===== src/rtl/regfile_wb_arbiter.sv =====
// regfile_wb_arbiter
// Merges ALU and load-unit writebacks onto a single register-file write port.
// Each requester has a one-entry holding buffer. Each cycle one full buffer is
// granted and its payload is loaded into a registered output stage.
// Writes from both requesters to the same register leave in age order.
//
// Ports:
//   i_clk, i_rst_n                   clock, asynchronous active-low reset
//   i_alu_valid/o_alu_ready          ALU writeback handshake
//   i_alu_addr/i_alu_val             ALU destination register and value
//   i_lsu_valid/o_lsu_ready          load-unit writeback handshake
//   i_lsu_addr/i_lsu_val             load destination register and value
//   o_wr_en/o_wr_addr/o_wr_val       registered register-file write port
//   i_q_addr/o_q_pending             hazard query: a write to i_q_addr is in flight
module regfile_wb_arbiter #(
    parameter int unsigned WIDTH  = 32,
    parameter int unsigned ADDR_W = 5
) (
    input  logic              i_clk,
    input  logic              i_rst_n,
    input  logic              i_alu_valid,
    output logic              o_alu_ready,
    input  logic [ADDR_W-1:0] i_alu_addr,
    input  logic [WIDTH-1:0]  i_alu_val,
    input  logic              i_lsu_valid,
    output logic              o_lsu_ready,
    input  logic [ADDR_W-1:0] i_lsu_addr,
    input  logic [WIDTH-1:0]  i_lsu_val,
    output logic              o_wr_en,
    output logic [ADDR_W-1:0] o_wr_addr,
    output logic [WIDTH-1:0]  o_wr_val,
    input  logic [ADDR_W-1:0] i_q_addr,
    output logic              o_q_pending
);

    // r_live holds the ready outputs low while reset is asserted.
    logic              r_live;
    logic              r_a_vld, r_a_old;
    logic [ADDR_W-1:0] r_a_addr;
    logic [WIDTH-1:0]  r_a_val;
    logic              r_l_vld, r_l_old;
    logic [ADDR_W-1:0] r_l_addr;
    logic [WIDTH-1:0]  r_l_val;
    logic              r_rr;  // 0: prefer L, 1: prefer A
    logic              r_wr_en;
    logic [ADDR_W-1:0] r_wr_addr;
    logic [WIDTH-1:0]  r_wr_val;

    logic w_gnt_a, w_gnt_l, w_fill_a, w_fill_l, w_a_old_d, w_l_old_d;

    always_comb begin
        w_gnt_a = 1'b0;
        w_gnt_l = 1'b0;
        if (r_a_vld && r_l_vld) begin
            if (r_a_addr == r_l_addr) begin
                // Same destination: the older write must go first.
                if (r_a_old) w_gnt_a = 1'b1;
                else         w_gnt_l = 1'b1;
            end else if (r_rr) begin
                w_gnt_a = 1'b1;
            end else begin
                w_gnt_l = 1'b1;
            end
        end else begin
            w_gnt_a = r_a_vld;
            w_gnt_l = r_l_vld;
        end
    end

    assign o_alu_ready = r_live && (!r_a_vld || w_gnt_a);
    assign o_lsu_ready = r_live && (!r_l_vld || w_gnt_l);

    // Writes to x0 complete the handshake but never occupy a buffer.
    assign w_fill_a = i_alu_valid && o_alu_ready && (i_alu_addr != '0);
    assign w_fill_l = i_lsu_valid && o_lsu_ready && (i_lsu_addr != '0);

    // Age tracking: a buffer filled next to a full, non-departing buffer is the
    // younger of the two; a simultaneous fill makes L the older one.
    always_comb begin
        w_a_old_d = w_gnt_a ? 1'b0 : r_a_old;
        w_l_old_d = w_gnt_l ? 1'b0 : r_l_old;
        if (w_fill_a && w_fill_l) begin
            w_a_old_d = 1'b0;
            w_l_old_d = 1'b1;
        end else if (w_fill_a) begin
            w_a_old_d = 1'b0;
            if (r_l_vld && !w_gnt_l) w_l_old_d = 1'b1;
        end else if (w_fill_l) begin
            w_l_old_d = 1'b0;
            if (r_a_vld && !w_gnt_a) w_a_old_d = 1'b1;
        end
    end

    always_ff @(posedge i_clk or negedge i_rst_n) begin
        if (!i_rst_n) begin
            r_live    <= 1'b0;
            r_a_vld   <= 1'b0;
            r_a_old   <= 1'b0;
            r_a_addr  <= '0;
            r_a_val   <= '0;
            r_l_vld   <= 1'b0;
            r_l_old   <= 1'b0;
            r_l_addr  <= '0;
            r_l_val   <= '0;
            r_rr      <= 1'b0;
            r_wr_en   <= 1'b0;
            r_wr_addr <= '0;
            r_wr_val  <= '0;
        end else begin
            r_live  <= 1'b1;
            r_a_old <= w_a_old_d;
            r_l_old <= w_l_old_d;

            if (w_fill_a) begin
                r_a_vld  <= 1'b1;
                r_a_addr <= i_alu_addr;
                r_a_val  <= i_alu_val;
            end else if (w_gnt_a) begin
                r_a_vld <= 1'b0;
            end

            if (w_fill_l) begin
                r_l_vld  <= 1'b1;
                r_l_addr <= i_lsu_addr;
                r_l_val  <= i_lsu_val;
            end else if (w_gnt_l) begin
                r_l_vld <= 1'b0;
            end

            // After a contested grant the pointer favours the loser.
            if (r_a_vld && r_l_vld) r_rr <= w_gnt_l;

            r_wr_en <= w_gnt_a || w_gnt_l;
            if (w_gnt_a) begin
                r_wr_addr <= r_a_addr;
                r_wr_val  <= r_a_val;
            end else if (w_gnt_l) begin
                r_wr_addr <= r_l_addr;
                r_wr_val  <= r_l_val;
            end
        end
    end

    assign o_wr_en   = r_wr_en;
    assign o_wr_addr = r_wr_addr;
    assign o_wr_val  = r_wr_val;

    assign o_q_pending = (i_q_addr != '0) &&
                         ((r_a_vld && (r_a_addr == i_q_addr)) ||
                          (r_l_vld && (r_l_addr == i_q_addr)) ||
                          (r_wr_en && (r_wr_addr == i_q_addr)));

endmodule


===== config.mk =====
export PLATFORM = sky130hd
export DESIGN_NAME = regfile_wb_arbiter
export DESIGN_NICKNAME = d
export VERILOG_FILES = /design/src/rtl/regfile_wb_arbiter.sv
export SDC_FILE = /design/constraint.sdc
export NUM_CORES = 1
export LEC_CHECK = 0
export ABC_AREA = 1
export BUFFER_PORTS_ARGS = -buffer_cell sky130_fd_sc_hd__buf_2
export CAP_MARGIN = 0
export CORE_MARGIN = 1.5
export CORE_UTILIZATION = 48
export CTS_CLUSTER_DIAMETER = 80
export CTS_CLUSTER_SIZE = 12
export DETAILED_ROUTE_END_ITERATION = 16
export PLACE_DENSITY = 0.87
export SLEW_MARGIN = 10
export SYNTH_ARGS = -nofsm -noshare
export SYNTH_HDL_FRONTEND = slang
export SYNTH_SLANG_ARGS = --single-unit

===== constraint.sdc =====
create_clock -name i_clk -period 1.65 [get_ports i_clk]
set_clock_uncertainty 0.15 [all_clocks]
set_input_delay 0.33 -clock i_clk [delete_from_list [all_inputs] [get_ports i_clk]]
set_output_delay 0.33 -clock i_clk [all_outputs]
set_load 0.005 [all_outputs]

Yosys cells after proc, flatten, opt, wreduce, memory -nomap -nowiden
Index checks and enable logic that the tools add are counted.
{"block": "classes", "n_mux": 21, "n_reduce_logical": 27, "n_eq_ne": 4}
{"cell": "32-bit 2-to-1 mux", "n": 2}
{"cell": "5-bit == test", "n": 4}
{"cell": "1-bit 2-to-1 mux", "n": 17}
{"cell": "5-bit nonzero test", "n": 3}
{"cell": "1-bit logical AND", "n": 13}
{"cell": "5-bit 2-to-1 mux", "n": 2}
{"cell": "2-bit nonzero test", "n": 3}
{"cell": "1-bit logical OR", "n": 5}
{"cell": "1-bit logical NOT", "n": 3}
{"block": "totals", "output_inout_bits": 41, "input_bits": 83, "regBits": 117}

Longest topological paths before layout
{"block": "depth", "depth_word": 10, "depth_mapped": 15, "depth_no_buf": 14}

Worst setup path after synthesis
OpenSTA, ideal clock, no wires.
{"block": "synth_path", "path_kind": "register to register", "startpoint": "reg r_a_addr[3]", "endpoint": "reg r_wr_val[10] (netlist: o_wr_val[10])", "path_slack_ns": -0.049, "arrival_ns": 1.417, "stages_incl_launch_ff": 14, "period_less_slack_ns": 1.699, "path_buffers": 2, "path_cell_list": "dfrtp_1 inv_1 nand2_1 nand2_1 nor2_2 nand3_1 nand2_1 nand2_1 nand2_1 nand2_1 buf_6 buf_4 o21ai_1 o21ai_1"}
{"block": "synth_between", "elab_chain_cells": 4}
{"element": "start, declared", "line": "39", "source": "logic [ADDR_W-1:0] r_a_addr;"}
{"element": "start signal, assigned", "line": "116", "source": "r_a_addr <= i_alu_addr;"}
{"element": "5-bit == test *", "line": "55", "source": "if (r_a_addr == r_l_addr) begin"}
{"element": "1-bit 2-to-1 mux", "line": "55"}
{"element": "1-bit 2-to-1 mux", "line": "54", "source": "if (r_a_vld && r_l_vld) begin"}
{"element": "32-bit 2-to-1 mux or 2-bit nonzero test (tied branches)"}
{"element": "end signal, assigned", "line": "136", "source": "r_wr_val <= r_a_val;"}
{"element": "end signal, assigned", "line": "139", "source": "r_wr_val <= r_l_val;"}
{"element": "end, declared", "line": "47", "source": "logic [WIDTH-1:0] r_wr_val;"}
Mark *: on every way between the ends. The rest lies on a longest branch, timed or not.
A chain may end at the register's enable or synchronous reset.

Worst setup path in the final report
{"block": "layout_path", "startpoint": "reg r_l_addr[3]", "endpoint": "out o_alu_ready"}
{"block": "layout_between", "elab_chain_cells": 5}
{"element": "start, declared", "line": "42", "source": "logic [ADDR_W-1:0] r_l_addr;"}
{"element": "start signal, assigned", "line": "124", "source": "r_l_addr <= i_lsu_addr;"}
{"element": "5-bit == test", "line": "55"}
{"element": "1-bit 2-to-1 mux", "line": "55"}
{"element": "1-bit 2-to-1 mux", "line": "54"}
{"element": "1-bit logical OR", "line": "70", "source": "assign o_alu_ready = r_live && (!r_a_vld || w_gnt_a);"}
{"element": "1-bit logical AND", "line": "70"}
{"element": "end, declared", "line": "22", "source": "output logic o_alu_ready,"}
No other way between the ends.

==> metrics.cfg <==
[outcome]
outcome=finished with violations
violations=setup timing

[final_layout]
num-fill-cells=469
n_antenna_cell=0
drive_gt1_share_pct=43.9
nets=957
areaGrowthSynthToFinish_pct=72.8
finalNonFillerCells=1023
stdcell_area_um2=8810

[yosys]
synth_top_area_cell=dfrtp_1
postSynthAreaPerCell_um2=8.47
synth_seq_cells=117
syn_nets=685
yosysWarningCount=0
synth_top_area_share_pct=57.4
yosys.cell_types.count=29
synthFlopType=dfrtp_1
yosys-top-cells-count=nand2_1 (234), dfrtp_1 (117), o21ai_1 (64)
synth_edf_count=0
seq_area_frac_synth_pct=57.4
netlist_area_um2=5100
post-synth-top-count-cell=nand2_1
synthArstFlopShare_pct=100
synthCells=602
synth_top_cells_by_area=dfrtp_1 (57%), nand2_1 (17%), o21ai_1 (6.3%), inv_1 (4.2%), o21ai_0 (4.1%)

[sta]
hold_viol_final=0
finalMaxSlewViolations=0
period_share_pct=146
rsz0062_at_grt=true
fmax_mhz=414
setup_violations=118
period_needed_ps=2420
timing.final.ws_setup_ps=-766

[drt]
drt_iter0_markers=726
ant_nets=0
num_vias=5785
viasPerCell=5.65
wire_per_inst_um=20.4
totalWireLength_um=20900
drc=0
drt_pass1_iterations=5

[power]
p_leak_nw=4.49
ir_drop_v=0.000816
powerDensity_nw_per_um2=1240

[clock_network]
clock_sinks=117
clock_latency_ps=520
clk_pin_slew_ps=60
cts_tree=yes
cts_buffers=17
cts-root-buf=clkbuf_8
clock_tree.buffer_depth=2
htree_levels=4

[floorplanning]
core_um2=10300
row_count=37
die_area_um2=11300
start_util_pct=49.4
die_h_um=106
io_pins=124
die_w_um=106

[critical_path]
path_common_cell=nand2_1
crit_required_ps=1170
cp_cell_sequence=inv_2 -> nand2_1 -> nand2_1 -> nor2_2 -> nand4_1 -> nand2_2 -> nand2_2 -> nand2_1 -> inv_2 -> buf_6
crit_type=reg -> out
path_delay_family=simple AND/OR/NAND/NOR gates
crit_cells=10
crit_slowest_cell=dfrtp_1
max_stage_delay_ps=430
cp.buffers_inverters=3
startpoint_type=flop
ff2ff_path_depth=15
crit_fanout=3
worstPathArrival_ps=1940
endpoint_kind=output pin

[global_routing]
grt_pass1_wl_um=30200
grt_antenna_before_repair=0
grt_overflow=0
grt_pass1_vias=6027
grt_util_all_layers_pct=35.8
grt_start_max_net_pins=37

[placed_design]
dpl_cell_area_um2=6160
io_buffer_count=123
place_inst=874
place_hpwl_um=8720
finalWeightedCongestion=0.909

[run]
drv_cap=0

[hold_path]
hp-class=in -> async

## cell type report
type                            instances  area [um^2]  area share, %
Inverter                               60          240           2.73
Sequential cell                       117         2930           33.2
Timing Repair Buffer                  282         2580           29.2
Tap cell                              136          170           1.93
Multi-Input combinational cell        396         2340           26.5
Clock buffer                           21          459           5.21
Clock inverter                         11         98.8           1.12
## what timing repair did
action / CTS / global route
endpoints found under the setup margin: 117 / 119
hold buffers: 75 / 0
endpoints found under the hold margin: 191 / 0
setup buffers: 23 / 8
pin swaps: 23 / 13
gates resized for setup: 149 / 72
cloned: 15 / 0
## power breakdown
group	leakage [nW]	switching [W]	internal (W)
Sequential	1.45	0.000450	0.00351
Clock	0.271	0.00140	0.00212
Combinational	2.77	0.00181	0.00166
Total	4.49	0.00366	0.00728
## metrics by stage
| stage | total power [W] | TNS, ps | hold slack [ps] | worst slack, ps | utilization [%] |
|---|---|---|---|---|---|
| 5_1_grt | 0.0114 | -78480 | 166 | -833 | 85.4 |
| 2_1_floorplan | 0.00498 | -1650 | -116 | -28.7 | - |
| 4_1_cts | 0.0104 | -44170 | 117 | -579 | 83.3 |
| 3_3_place_gp | 0.00588 | -10790 | 144 | -158 | 59.7 |
| 3_5_place_dp | 0.00596 | -22510 | 149 | -246 | 59.7 |
| 6_report | 0.0109 | -67520 | 151 | -766 | 85.4 |
## metal layers
| layer | GRT usage (%) | part of all wire, % | wire length, um | vias to the layer above |
|---|---|---|---|---|
| li1 | - | - | - | 2474 |
| met1 | 41.3 | 36 | 7520 | 2757 |
| met2 | 61.0 | 50 | 10500 | 436 |
| met3 | 8.83 | 8.6 | 1800 | 118 |
| met4 | 19.6 | 4.9 | 1020 | 0 |
| met5 | 0 | 0 | 0 | - |
## cells by family (layout without fill, tap and decap cells)
kind of cell	Yosys count	after routing	share of synthesized area (%)
XOR/XNOR	3	3	0.515
flip-flops	117	117	57.4
AND/OR/NAND/NOR	268	269	20.9
other	1	1	0.0735
buffers and inverters	90	374	8.39
AO/OA/AOI/OAI	123	123	12.8
## registers in the layout, indices dropped and copies added (netlist names)
register,count
r_a_vld,1
r_l_vld,1
r_l_val,32
r_l_addr,5
r_a_val,32
o_wr_addr,5
r_a_addr,5
o_wr_en,1
r_live,1
r_rr,1
r_a_old,1
o_wr_val,32
## worst paths after layout
path | start | end | slack (ps)
min in group i_clk | i_lsu_valid | r_l_vld | 180
min | i_rst_n | o_wr_addr[1] | 150
max in group asynchronous | i_rst_n | o_wr_val[21] | 670
max | r_l_addr[3] | o_alu_ready | -770
min reg2reg | r_a_val[8] | r_a_val[8] | 340
max reg2reg | r_l_addr[3] | r_a_addr[0] | -680
## cell usage in the layout (no fill, tap or decap), types with 3 or more instances in the layout
master	synthesis	layout
nand2_1	234	150
buf_2	7	120
dfrtp_1	117	116
dlygate4sd3_1	0	75
nand2_2	1	61
inv_1	57	51
o21ai_1	64	50
buf_4	7	40
o21ai_2	0	33
nand2_4	0	23
o21ai_0	42	22
buf_12	0	22
clkbuf_16	0	16
buf_6	7	12
buf_16	0	11
nor2_1	9	8
nand3_1	14	7
inv_2	2	6
nand3_2	0	6
clkbuf_8	0	4
clkinv_2	0	4
o22ai_1	5	3
a21oi_1	4	3
nor3_1	3	3
o221ai_2	0	3
clkinvlp_4	0	3
Power figures use the tool's default switching activity.
